==> src/rtl/alu_seq.sv <==
// alu_seq: registered ALU with a valid/ready input handshake, flag outputs,
// an illegal-opcode error flag and a multi-cycle unsigned shift-add multiplier.
module alu_seq #(
  parameter int unsigned WIDTH = 8
) (
  input  logic             clk,
  input  logic             rst,
  input  logic             in_valid,
  output logic             in_ready,
  input  logic [WIDTH-1:0] A,
  input  logic [WIDTH-1:0] B,
  input  logic [3:0]       sel,
  output logic [WIDTH-1:0] Y,
  output logic [WIDTH-1:0] Y_hi,
  output logic             carry_out,
  output logic             zero,
  output logic             overflow,
  output logic             negative,
  output logic             err,
  output logic             out_valid
);

  localparam int unsigned MSB = WIDTH - 1;
  localparam int unsigned CW  = $clog2(WIDTH + 1);

  typedef enum logic [3:0] {
    OP_ADD = 4'h0,
    OP_SUB = 4'h1,
    OP_AND = 4'h2,
    OP_OR  = 4'h3,
    OP_XOR = 4'h4,
    OP_NOT = 4'h5,
    OP_SHL = 4'h6,
    OP_SHR = 4'h7,
    OP_SRA = 4'h8,
    OP_CMP = 4'h9,
    OP_INC = 4'hA,
    OP_MUL = 4'hB
  } op_e;

  typedef enum logic [0:0] {
    S_IDLE = 1'b0,
    S_MUL  = 1'b1
  } state_e;

  state_e state, state_nxt;

  logic               accept;
  logic               accept_mul;
  logic [CW-1:0]      cnt;
  logic               mul_last;

  logic [WIDTH-1:0]   mcand;
  logic [2*WIDTH-1:0] prod;
  logic [WIDTH:0]     mul_add;
  logic [2*WIDTH-1:0] mul_next;

  logic [WIDTH-1:0]   add_b;
  logic [WIDTH:0]     add_res;
  logic [WIDTH:0]     sub_res;
  logic               add_v;
  logic               sub_v;

  logic [WIDTH-1:0]   alu_y;
  logic [WIDTH-1:0]   alu_f;
  logic               alu_c;
  logic               alu_v;
  logic               alu_z;
  logic               alu_n;
  logic               alu_hold;
  logic               alu_err;

  assign accept     = in_valid && in_ready;
  assign accept_mul = accept && (sel == OP_MUL);
  assign mul_last   = (cnt == CW'(1));

  // State register
  always_ff @(posedge clk) begin
    if (rst) state <= S_IDLE;
    else     state <= state_nxt;
  end

  // Next-state and handshake: only IDLE accepts; MUL ends when the counter expires
  always_comb begin
    state_nxt = state;
    in_ready  = 1'b0;
    case (state)
      S_IDLE: begin
        in_ready = 1'b1;
        if (in_valid && (sel == OP_MUL)) state_nxt = S_MUL;
      end
      S_MUL: begin
        if (mul_last) state_nxt = S_IDLE;
      end
      default: state_nxt = S_IDLE;
    endcase
  end

  // Single-cycle ALU: result, flag source value and arithmetic flags
  always_comb begin
    add_b    = (sel == OP_INC) ? WIDTH'(1) : B;
    add_res  = {1'b0, A} + {1'b0, add_b};
    sub_res  = {1'b0, A} - {1'b0, B};
    add_v    = (A[MSB] == add_b[MSB]) && (add_res[MSB] != A[MSB]);
    sub_v    = (A[MSB] != B[MSB]) && (sub_res[MSB] != A[MSB]);
    alu_y    = '0;
    alu_c    = 1'b0;
    alu_v    = 1'b0;
    alu_hold = 1'b0;
    alu_err  = 1'b0;
    case (sel)
      OP_ADD, OP_INC: begin
        alu_y = add_res[WIDTH-1:0];
        alu_c = add_res[WIDTH];
        alu_v = add_v;
      end
      OP_SUB, OP_CMP: begin
        alu_y    = sub_res[WIDTH-1:0];
        alu_c    = sub_res[WIDTH];
        alu_v    = sub_v;
        alu_hold = (sel == OP_CMP);
      end
      OP_AND: alu_y = A & B;
      OP_OR:  alu_y = A | B;
      OP_XOR: alu_y = A ^ B;
      OP_NOT: alu_y = ~A;
      OP_SHL: begin
        alu_y = {A[WIDTH-2:0], 1'b0};
        alu_c = A[MSB];
      end
      OP_SHR: begin
        alu_y = {1'b0, A[WIDTH-1:1]};
        alu_c = A[0];
      end
      OP_SRA: begin
        alu_y = {A[MSB], A[WIDTH-1:1]};
        alu_c = A[0];
      end
      OP_MUL: alu_y = '0;
      default: alu_err = 1'b1;
    endcase
    // CMP keeps Y but still derives zero/negative from the difference
    alu_f = alu_y;
    alu_z = (alu_f == '0) && !alu_err;
    alu_n = alu_f[MSB];
  end

  // One shift-add iteration: conditionally add multiplicand to the high half, shift right
  always_comb begin
    mul_add  = {1'b0, prod[2*WIDTH-1:WIDTH]} + (prod[0] ? {1'b0, mcand} : '0);
    mul_next = {mul_add, prod[WIDTH-1:1]};
  end

  // Result/flag registers, multiplier datapath and the out_valid pulse
  always_ff @(posedge clk) begin
    if (rst) begin
      Y         <= '0;
      Y_hi      <= '0;
      carry_out <= 1'b0;
      zero      <= 1'b0;
      overflow  <= 1'b0;
      negative  <= 1'b0;
      err       <= 1'b0;
      out_valid <= 1'b0;
      mcand     <= '0;
      prod      <= '0;
      cnt       <= '0;
    end else begin
      out_valid <= 1'b0;
      if (accept_mul) begin
        mcand <= A;
        prod  <= {{WIDTH{1'b0}}, B};
        cnt   <= CW'(WIDTH);
      end else if (accept) begin
        if (!alu_hold) Y <= alu_y;
        Y_hi      <= '0;
        carry_out <= alu_c;
        zero      <= alu_z;
        overflow  <= alu_v;
        negative  <= alu_n;
        err       <= alu_err;
        out_valid <= 1'b1;
      end else if (state == S_MUL) begin
        prod <= mul_next;
        cnt  <= cnt - CW'(1);
        if (mul_last) begin
          Y         <= mul_next[WIDTH-1:0];
          Y_hi      <= mul_next[2*WIDTH-1:WIDTH];
          carry_out <= (mul_next[2*WIDTH-1:WIDTH] != '0);
          overflow  <= (mul_next[2*WIDTH-1:WIDTH] != '0);
          zero      <= (mul_next == '0);
          negative  <= 1'b0;
          err       <= 1'b0;
          out_valid <= 1'b1;
        end
      end
    end
  end

endmodule

==> config.mk <==
export PLATFORM = sky130hd
export DESIGN_NAME = alu_seq
export DESIGN_NICKNAME = d
export VERILOG_FILES = /design/src/rtl/alu_seq.sv
export SDC_FILE = /design/constraint.sdc
export NUM_CORES = 1
export LEC_CHECK = 0
export BUFFER_PORTS_ARGS = -buffer_cell sky130_fd_sc_hd__buf_2
export CAP_MARGIN = 20
export CORE_UTILIZATION = 40
export CTS_CLUSTER_SIZE = 12
export DETAILED_ROUTE_END_ITERATION = 8
export GPL_TIMING_DRIVEN = 0
export PLACE_DENSITY = 0.56
export REMOVE_ABC_BUFFERS = 1
export SYNTH_ARGS = -nofsm -noshare
export SYNTH_HDL_FRONTEND = slang
export SYNTH_SLANG_ARGS = --single-unit
==> constraint.sdc <==
create_clock -name clk -period 4.06 [get_ports clk]
set_clock_uncertainty 0.05 [all_clocks]
set_input_delay 0.203 -clock clk [delete_from_list [all_inputs] [get_ports clk]]
set_output_delay 0.203 -clock clk [all_outputs]
set_load 0.1 [all_outputs]
# Yosys cells after proc, flatten, opt, wreduce, memory -nomap -nowiden
# Index checks and enable logic that the tools add are counted.
dict set report word_totals {
  elab_cells 103
  rom_bits 0
  ff_bits 51
  output_inout_bits 23
  ramBits 0
  latchBits 0
  memories 0
}
dict set report classes {
  n_bitwise 7
  n_addsub 4
  n_reduce_logical 22
  eq_ne 18
  n_lt_le_gt_ge 0
  shift 0
  multipliers 0
  n_mux 38
  div 0
}
# op count
set ops {}
lappend ops {{2-to-1 mux 8 bit} 12}
lappend ops {{case mux 8 bit (9 select lines)} 1}
lappend ops {{2-to-1 mux 1 bit} 19}
lappend ops {{adder 8 x 8 -> 9 bit} 2}
lappend ops {{== test 4 x 3 -> 1 bit (second input constant)} 4}
lappend ops {{== test 4 bit (second input constant)} 4}
lappend ops {{logical NOT 16 bit} 1}
lappend ops {{2-to-1 mux 4 bit} 3}
lappend ops {{OR reduction 12 bit} 1}
lappend ops {{subtractor 8 x 8 -> 9 bit} 1}
lappend ops {{bitwise AND 8 bit} 1}
lappend ops {{== test 4 x 1 -> 1 bit (second input constant)} 2}
lappend ops {{== test 4 x 2 -> 1 bit (second input constant)} 2}
lappend ops {{logical NOT 8 bit} 1}
lappend ops {{NOT 8 bit} 1}
lappend ops {{OR 8 bit} 1}
lappend ops {{nonzero test 8 bit} 1}
lappend ops {{OR reduction 2 bit} 4}
lappend ops {{XOR 8 bit} 1}
lappend ops {{logical AND 1 bit} 6}
lappend ops {{nonzero test 2 bit} 3}
lappend ops {{logical NOT 4 bit} 1}
lappend ops {{case mux 1 bit (2 select lines)} 2}
lappend ops {{case mux 1 bit (4 select lines)} 1}
lappend ops {{9 further kinds} 14}

# Depth between registers and ports, before layout
# Gate-level depths: netlist (run 1).
dict set report logic_depth {
  ltp_word 7
  mapped_depth 15
}

# Least setup slack after synthesis (run 1)
# No wires, ideal clock.
dict set report synth_path {
  path_type {input to register}
  from {in sel[1]}
  to {reg zero}
  setup_slack_ns 0.733
  required_time_ns 3.948
  n_path_buf 2
  arrival_time_ns 3.215
  stages 14
  path_cell_list {buf_4 nor2b_1 and2_1 clkbuf_1 or2_2 ha_1 fa_1 xnor2_1 o21ai_0 a2111oi_4 nand2_1 or4_1 nor4_1 o221a_1}
}
dict set report synth_via {
  elab_chain_cells 7
  word_cells_on_any_way 24
}
# item line
set synth_rtl {}
lappend synth_rtl {{start, declared} 12} ;# input logic [3:0] sel,
lappend synth_rtl {{== test 4 bit} {101, 111}}
lappend synth_rtl {{2-to-1 mux 8 bit} 101} ;# add_b = (sel == OP_INC) ? WIDTH'(1) : B;
lappend synth_rtl {{adder 8 x 8 -> 9 bit} 102} ;# add_res = {1'b0, A} + {1'b0, add_b};
lappend synth_rtl {{case mux 8 bit (9 select lines)} 111} ;# case (sel)
lappend synth_rtl {{logical NOT 8 bit} 144} ;# alu_z = (alu_f == '0) && !alu_err;
lappend synth_rtl {{logical AND 1 bit} 144}
lappend synth_rtl {{2-to-1 mux 1 bit} 174} ;# end else if (accept) begin
lappend synth_rtl {{end signal, assigned} 178} ;# zero <= alu_z;
lappend synth_rtl {{end signal, assigned} 191} ;# zero <= (mul_next == '0);
lappend synth_rtl {{end, declared} 16} ;# output logic zero,
# Several ways; a longest one is shown, not always the timed one.
# A chain may end at the register's enable or synchronous reset.

# Worst setup path in the final report (run 1)
dict set report layout_path {
  from {in sel[0]}
  to {reg zero}
}
# The elaborated chain is that of the path after synthesis.

==> results.md, run 1 <==
- The leakage power total is 1.824 nW.
- In this run the power density over the cells is 278.6 nW/um^2.
- The final cycle utilization of the critical path is 0.9289.
- Buffers inserted during clock tree synthesis total 5.
- The nature of the critical path endpoint is a flip-flop.
- The tool flagged a number of max-cap violations equal to 0.
- Of the post-synthesis cell area, the dominant cell type holds 0.2589.
- Setup violations remaining at the end of the flow were counted as 0.
- The die is approximately 100 um tall.
- The total routed wirelength is roughly 11 mm.
- The number of antenna violations at the first check in global routing is 0.
- The max-slew violation total from the final report was 0.
- The clock drives 51 sinks.
- The slowest stage of the critical path is the or4_1 cell.
- The number of storage elements in the synthesis netlist is 51.
- The count of cells in the finished layout, fillers not included, comes to 671.
- The total count of hold-check failures in the final report is 0.
- After floorplanning, the core was divided into 35 placement rows.
- The signal arrival time at the worst endpoint is approximately 4 ns.
- The most critical setup path has its startpoint at sel[0].
- The final weighted congestion of routability-driven global placement is just under 0.9.
- The maximum clock insertion buffer count is 2.
- The number of gates resized after CTS was 0.
- 46 I/O pins were placed.
- The startpoint-to-endpoint class of the critical path is in2reg.
- The termination of the worst setup path is zero.
- On the worst path, the slowest cell contributes a delay of 0.56 ns.
- The root buffer cell chosen for the clock tree is clkbuf_8.
- Counting flops with a built-in enable in the synthesized netlist gives 0.
- The number of vias per cell after detailed routing is 5.674.
- The min-delay analysis places its worst path in the category in2reg.
- The via count of the first global-routing pass is 3,468.
- The area growth from synthesis to layout is 10.56%.
- In the synthesized netlist the dominant register cell turns out to be dfxtp_1.
- IR analysis of the VDD net gives a maximum drop of ~0.00025 V.
- For this configuration, the core starts out at a cell density of 0.4189.
- The startpoint identified for the worst register-to-register timing path is state.
- Averaged over all synthesized cells, the footprint is 7.718 um^2.
- The core area is ~9400 um^2.
- Detailed placement ended at an HPWL of 8.522 mm.
- Setup slack closes at 0.2888 ns.
- The floorplan die width is 101.3 um.
- The register clock-pin slew on the reported worst setup and hold paths is around 0.10 ns.
- The placed cell count is 663.
- For this run, the top clock speed supported by timing is approximately 0.27 GHz.
- Setup repair after global routing left no endpoint under its margin.
- Once layout is complete, the utilization of the core stands at 0.4631.
- The H-tree was split into 2 levels.
- STA puts the critical path data required time at 4.26 ns.
- Of the total power, the share spent switching nets is 0.3699.
- The worst slew slack as a fraction of its limit is 0.1331.
- Summed over all layers, the global routing overflow is 0.
- The highest net fanout along the worst path is 23.
- The number of antenna diodes in the final layout is 0.
- The smallest clock period supported by the final layout is computed as roughly 3.8 ns.
- The sequential cell area in the final layout is 1021 um^2.
- Detailed routing placed a total of 4.767 mm of wire on met2.
- Sorting the synthesized cells by area gives the leading types as dfxtp_1, ha_1, nor2_1.
- The detailed router finished its first iteration with 213 violations.
- The summed instance area of the synthesized netlist is between 3000 and 4000 um^2.
- After detailed routing, the number of remaining DRC violations is 0.
- The worst reg2reg path endpoint is carry_out.
- The area of combinational cells with multiple inputs is 2699 um^2.
- Across all hold checks on the routed design, the worst slack comes to 0.1637 ns.
- Entering global routing, the biggest net connects 41 pins.
- The final-stage net count is 609.
- The power consumption is roughly 1.2 mW.
- The analysis attributes to net switching a power of 449.4 uW.
- The type of origin of the critical path is an input port.
- The floorplan step defined a die boundary enclosing a little over 10,000 um^2.
- At the pin with the least slew margin, the transition time is 1.282 ns.
- Across every metal layer, demand over resource in global routing totals 0.2299.
- The internal cell power is 765.6 uW.
- The worst reg2reg path depth is 7.
- The largest area contributor in the netlist is dfxtp_1.
- The number of filler cells placed in the layout is 980.
- The first global-routing pass estimated 18.33 mm of wire.
- The number of setup buffers added after CTS is 0.
- For this run, the register share of the synthesized area comes to 0.2589.
- The yosys synthesis warning count is 0.
- The post-synthesis cell count is 511.
- After detailed routing, the wire length on met1 is about 5.7 mm.
- For this block, the via count after detailed routing is around 3,800.
- The run finished with clean final reports.
- The highest routing layer actually used is met4.
- The pre-CTS setup slack is -0.04110 ns.
- TritonCTS built the clock tree.
- The total of hold buffers inserted after clock tree synthesis is 0.
- The met3 wirelength from detailed routing is 582 um.
- The clock insertion delay at the later pin of the skew report is 0.30 ns.
- The async set-reset flop share out of synthesis is 0.
- The average detailed-routed wire length per instance is between 15 and 20 um.
- The sequential fraction of design power is 0.434.
- For flop-to-flop paths, the worst setup slack is 0.57 ns.
- The post-detailed-route count of antenna-violating nets is 0.
- The share of total power dissipated in the clock network is 0.259.
- The count of buffers added on input and output ports is 45.
- Traced cell by cell, the critical path runs through buf_2 -> nor2b_1 -> and2_1 -> or2_2 -> ha_1 -> fa_1 -> xnor2_1 -> o21ai_0 -> a2111oi_4 -> nand2_1 -> or4_1 -> nor4_1 -> o221a_1.
- The number of different library cells used by synthesis comes to 60.
- The fraction of layout instances using a drive strength above 1 is 0.1162.
- The iteration count of the initial detailed-routing pass is 5.
- Of the total power, combinational logic draws 0.306.
==> power by group through the flow <==
stage	Combinational [mW]	Sequential, mW	Clock [mW]
6_report	0.372	0.528	0.315
5_1_grt	0.405	0.530	0.352
4_1_cts	0.371	0.528	0.320
3_5_place_dp	0.369	0.539	0
3_3_place_gp	0.363	0.540	0
2_1_floorplan	0.178	0.618	0
==> worst min-delay path by stage <==
| stage | start | to | cells after the start |
|---|---|---|---|
| 2_1_floorplan | rst | Y[5] | 1 |
| 3_3_place_gp | Y[5] | Y[5] | 2 |
| 3_5_place_dp | Y[5] | Y[5] | 2 |
| 4_1_cts | B[1] | prod[1] | 3 |
| 5_1_grt | A[0] | mcand[0] | 3 |
| 6_report | B[1] | prod[1] | 3 |
==> synth_stat cells, types with 2 or more instances <==
cell type / number
o21ai_0: 21
a221oi_1: 2
nor3_1: 9
and2_1: 10
xor2_1: 6
nand4_1: 3
nor2_1: 75
clkbuf_1: 17
a21oi_1: 43
a222oi_1: 2
xnor2_1: 9
ha_1: 42
a211o_1: 2
nand3_1: 5
o21bai_1: 4
nand2_1: 46
a31oi_1: 6
nor2b_1: 6
nor4_1: 5
buf_4: 2
o22ai_1: 7
buf_2: 5
a21o_1: 2
nor3b_1: 5
fa_1: 3
or2_2: 3
a22oi_1: 7
o211ai_1: 6
or4_1: 3
nand2b_1: 9
a211oi_1: 19
a32oi_1: 2
a311oi_1: 2
inv_1: 30
dfxtp_1: 51
a2111oi_0: 2
o221ai_1: 3
mux2i_1: 15
==> layer usage <==
metal | global-route usage | up-vias
li1 | - | 1890
met1 | 0.3547 | 1798
met2 | 0.3386 | 107
met3 | 0.03520 | 12
met4 | 0.03679 | 0
met5 | 0 | -
==> flip-flops by register name, summed over array words and instances, names as in the netlist <==
name       cells
prod          16
Y              8
Y_hi           8
mcand          8
cnt            4
carry_out      1
err            1
negative       1
out_valid      1
overflow       1
state          1
zero           1
==> worst max-delay path: cells and delay by family <==
| kind | cells | cell delay (ns) |
|---|---|---|
| AO/OA/AOI/OAI | 3 | 0.75 |
| XOR/XNOR | 1 | 0.24 |
| adder cells (fa/ha/maj) | 2 | 0.61 |
| buffers and inverters | 1 | 0.36 |
| AND/OR/NAND/NOR | 6 | 1.80 |
==> kinds of logic after synthesis <==
kind of cell,synth area share
simple gates,0.2202
compound gates,0.2414
flops,0.2589
xor+xnor,0.03331
fa+ha+maj,0.1485
buf+inv,0.05679
mux,0.04093
==> final cells by class <==
type                       count  area share
inverter                      32     0.02755
timing repair buffer          47     0.05968
sequential                    51      0.2341
clock inverter                 2    0.003730
tap                          129     0.03702
multi-input combinational    404      0.6189
clock buffer                   6     0.01894
==> through the flow <==
| stage | area [um^2] | TNS, ns |
|---|---|---|
| 3_3_place_gp | 4227 | -0.3451 |
| 6_report | 4360 | 0 |
| 4_1_cts | 4360 | 0 |
| 5_1_grt | 4360 | 0 |
| 3_5_place_dp | 4262 | -0.04110 |
| 2_1_floorplan | 3840 | 0 |
==> placed cells by master (no fill, tap or decap), types with 10 or more instances in the layout <==
cell,instances
and2_1,10
dfxtp_1,51
nor2_1,75
o21ai_0,20
nand2_1,46
mux2i_1,15
buf_2,45
ha_1,42
inv_1,30
a21oi_1,43
a211oi_1,19
No activity file was read; power rests on OpenSTA's default activity.
==> run 2, diff against run 1 <==
- BUFFER_PORTS_ARGS: -buffer_cell sky130_fd_sc_hd__buf_2 -> not set
- DONT_BUFFER_PORTS: not set -> 1
- PLACE_DENSITY: 0.56 -> 0.52
==> run 2 against run 1 <==
Maximum frequency increased by 10%. Design area down 3.2%. Via count fell by 4.0%. Combinational power decreased by 32%. Worst hold slack got worse by 0.15 ns. Highest routed layer unchanged. Wire length is 2.8% higher. Count of clock-buffer cells in the layout decreased by 1. Critical path depth decreased by 5. Core utilization decreased by 1.5 points.
==> results.md, run 2 (same netlist as run 1, synthesis figures left out) <==
- The run finished with clean final reports.
- The library cell used most frequently in the layout, excluding fill and tap cells, is nor2_1.
- Summing over every cut layer, the via total after detailed routing is between 3,000 and 4,000.
- The growth of design area from synthesis to finish is 7.075%.
- The register bank with the most flops is prod.
- The starting density of the core is 0.4189.
- Counting every sink on the clock net gives 51.
- The clock root buffer is clkbuf_8.
- Setup slack on the worst reg-to-reg path comes out at between 0.6 and 0.7 ns.
- The die covers 10,260 um^2.
- The total overflow left after global routing is 0.
- The H-tree depth is 2.
- Setup repair after global routing left no endpoint under its margin.
- Row generation in the floorplan step produced 35 rows.
- The worst setup path is captured at a flip-flop.
- The max-slew violation total from the final report came to 0.
- The number of maximum-capacitance violations is 0.
- With fillers left out, the area of the finished cells amounts to 4223 um^2.
- Across the whole layout, storage elements account for 1021 um^2.
- The startpoint-to-endpoint class of the critical path is reg2reg.
- The number of I/O port buffers is 0.
- The worst slew slack as a fraction of its limit is 0.2731.
- In the final layout, the multi-input gates occupy about 2700 um^2.
- The number of vias per cell after detailed routing is 5.753.
- The total count of hold-check failures in the final report came to 0.
- In the routed design, unresolved DRC markers number 0.
- In the layout the commonest cells are nor2_1, dfxtp_1, nand2_1, a21oi_1, ha_1.
- Entering global routing, the biggest net connects 40 pins.
- The startpoint of the lowest-slack hold path is rst.
- The antenna diode count is 0.
- The die outline height is ~100 um.
- The first detailed-routing pass took 5 iterations.
- The maximum clock insertion buffer count is 2.
- Setup total negative slack on the finished layout was measured at 0 ns.
- The total power density per cell area is 270.3 nW/um^2.
- For this design the static power due to leakage is ~1.7 nW.
- Dividing the final minimum period by the clock period gives 0.8409.
- Measured along the x axis, the die boundary spans 101.3 um.
- The final-stage net count is 575.
- Subtracting the final worst setup slack from the clock period gives 3.414 ns.
- The required time of the critical path is 4.25 ns.
- The classification of the worst-slack hold path is in2reg.
- The final count of negative-setup-slack endpoints is 0.
- VDD sags by at most 0.0001871 V.
- The fraction of layout instances using a drive strength above 1 is 0.03755.
- The number of antenna violations at the first check in global routing is 0.
- The post-detailed-placement cell area is around 4000 um^2.
- The first global-routing pass estimated 18.73 mm of wire.
- The worst register-to-register path begins at state.
- The layout has 994 filler cells.
- The clock tree from TritonCTS is built.
- The combined global-route utilization of all metal layers is 0.2344.
- Routability-driven placement finished with a final weighted congestion of roughly 0.87.
- The highest net fanout along the worst path is 26.
- The boundary pin count is 46.
- STA classifies the critical path startpoint as a flip-flop.
- Tracing the worst setup path back leads to its startpoint at state.
- Once detail routing completed, the nets flagged for antenna violations numbered 0.
- The register with the most flip-flops in the layout has 16 of them.
- The number of clock buffers added by TritonCTS is 5.
- The core area is 9415 um^2.
- The total routed wirelength is approximately 11 mm.
- The count of routing violations after the opening detailed-route iteration is 277.
- Clock-pin slew was measured on the worst setup and hold paths at 0.09 ns.
- The signal arrival time at the worst endpoint is between 3 and 4 ns.
- The clock insertion delay at the later pin of the skew report is 0.31 ns.
- For the pin with the worst max-slew slack, the measured transition is roughly 1.1 ns.
- Total power for the finished layout comes to 1.141 mW.
- Timing would allow up to around 0.29 GHz.
- The average detailed-routed wire length per instance is 18.05 um.
- The HPWL after detailed placement is around 8.7 mm.
- The via count of the first global-routing pass was 3,465.
run 2: cell count changes in the layout (fill, tap and decap cells not counted), sizes merged:
| cell | before | now |
|---|---|---|
| dlygate4sd3 | 0 | 8 |
| buf | 47 | 4 |
| clkinv | 2 | 1 |
run 2: repair_timing:
item	4_1_cts	5_1_grt
buffers inserted	0	0
endpoints found under the hold margin	39	0
hold buffers	9	0
gates resized for setup	0	0
run 2: metrics by stage:
stage | cells | hold slack (ns) | utilization | setup WS [ns]
2_1_floorplan | 487 | 0.2221 | - | 0.9716
3_3_place_gp | 616 | 0.2291 | 0.4250 | -0.1862
3_5_place_dp | 619 | 0.2293 | 0.4292 | 0.3955
4_1_cts | 634 | 0.006980 | 0.4480 | 0.6693
5_1_grt | 635 | 0.01521 | 0.4485 | 0.3826
6_report | 635 | 0.01283 | 0.4485 | 0.6458
run 2: final cells by class:
class                      instances  area share
clock buffer                       5     0.01630
clock inverter                     1    0.001778
inverter                          32     0.02844
multi-input combinational        404      0.6391
sequential                        51      0.2418
tap                              129     0.03822
timing repair buffer              13     0.03437
run 2: final timing paths:
path / end / cells after the start
max: Y_hi[7] / 8
min: zero / 2
min reg2reg: mcand[4] / 2
max reg2reg: Y_hi[7] / 8
run 2: layer usage:
layer	vias to the layer above	global-route usage	wire, um
met1	1722	0.3634	5814
li1	1816	-	-
met3	14	0.04279	776
met2	101	0.3318	4732
met4	0	0.05017	139
met5	-	0	0
run 2: power breakdown:
group / switching, mW / internal (mW)
logic: 0.150 / 0.104
registers: 0.0947 / 0.516
clock network: 0.162 / 0.115
total: 0.407 / 0.735
run 2: worst max-delay path, cell delays in order, from the launching register on:
cell and delay, ns:
dfxtp_1 0.57, buf_16 0.29, nor2b_1 0.57, and3_1 0.30
nand2_1 0.56, o21ai_0 0.53, buf_4 0.28, a21oi_1 0.08
nor2_1 0.13
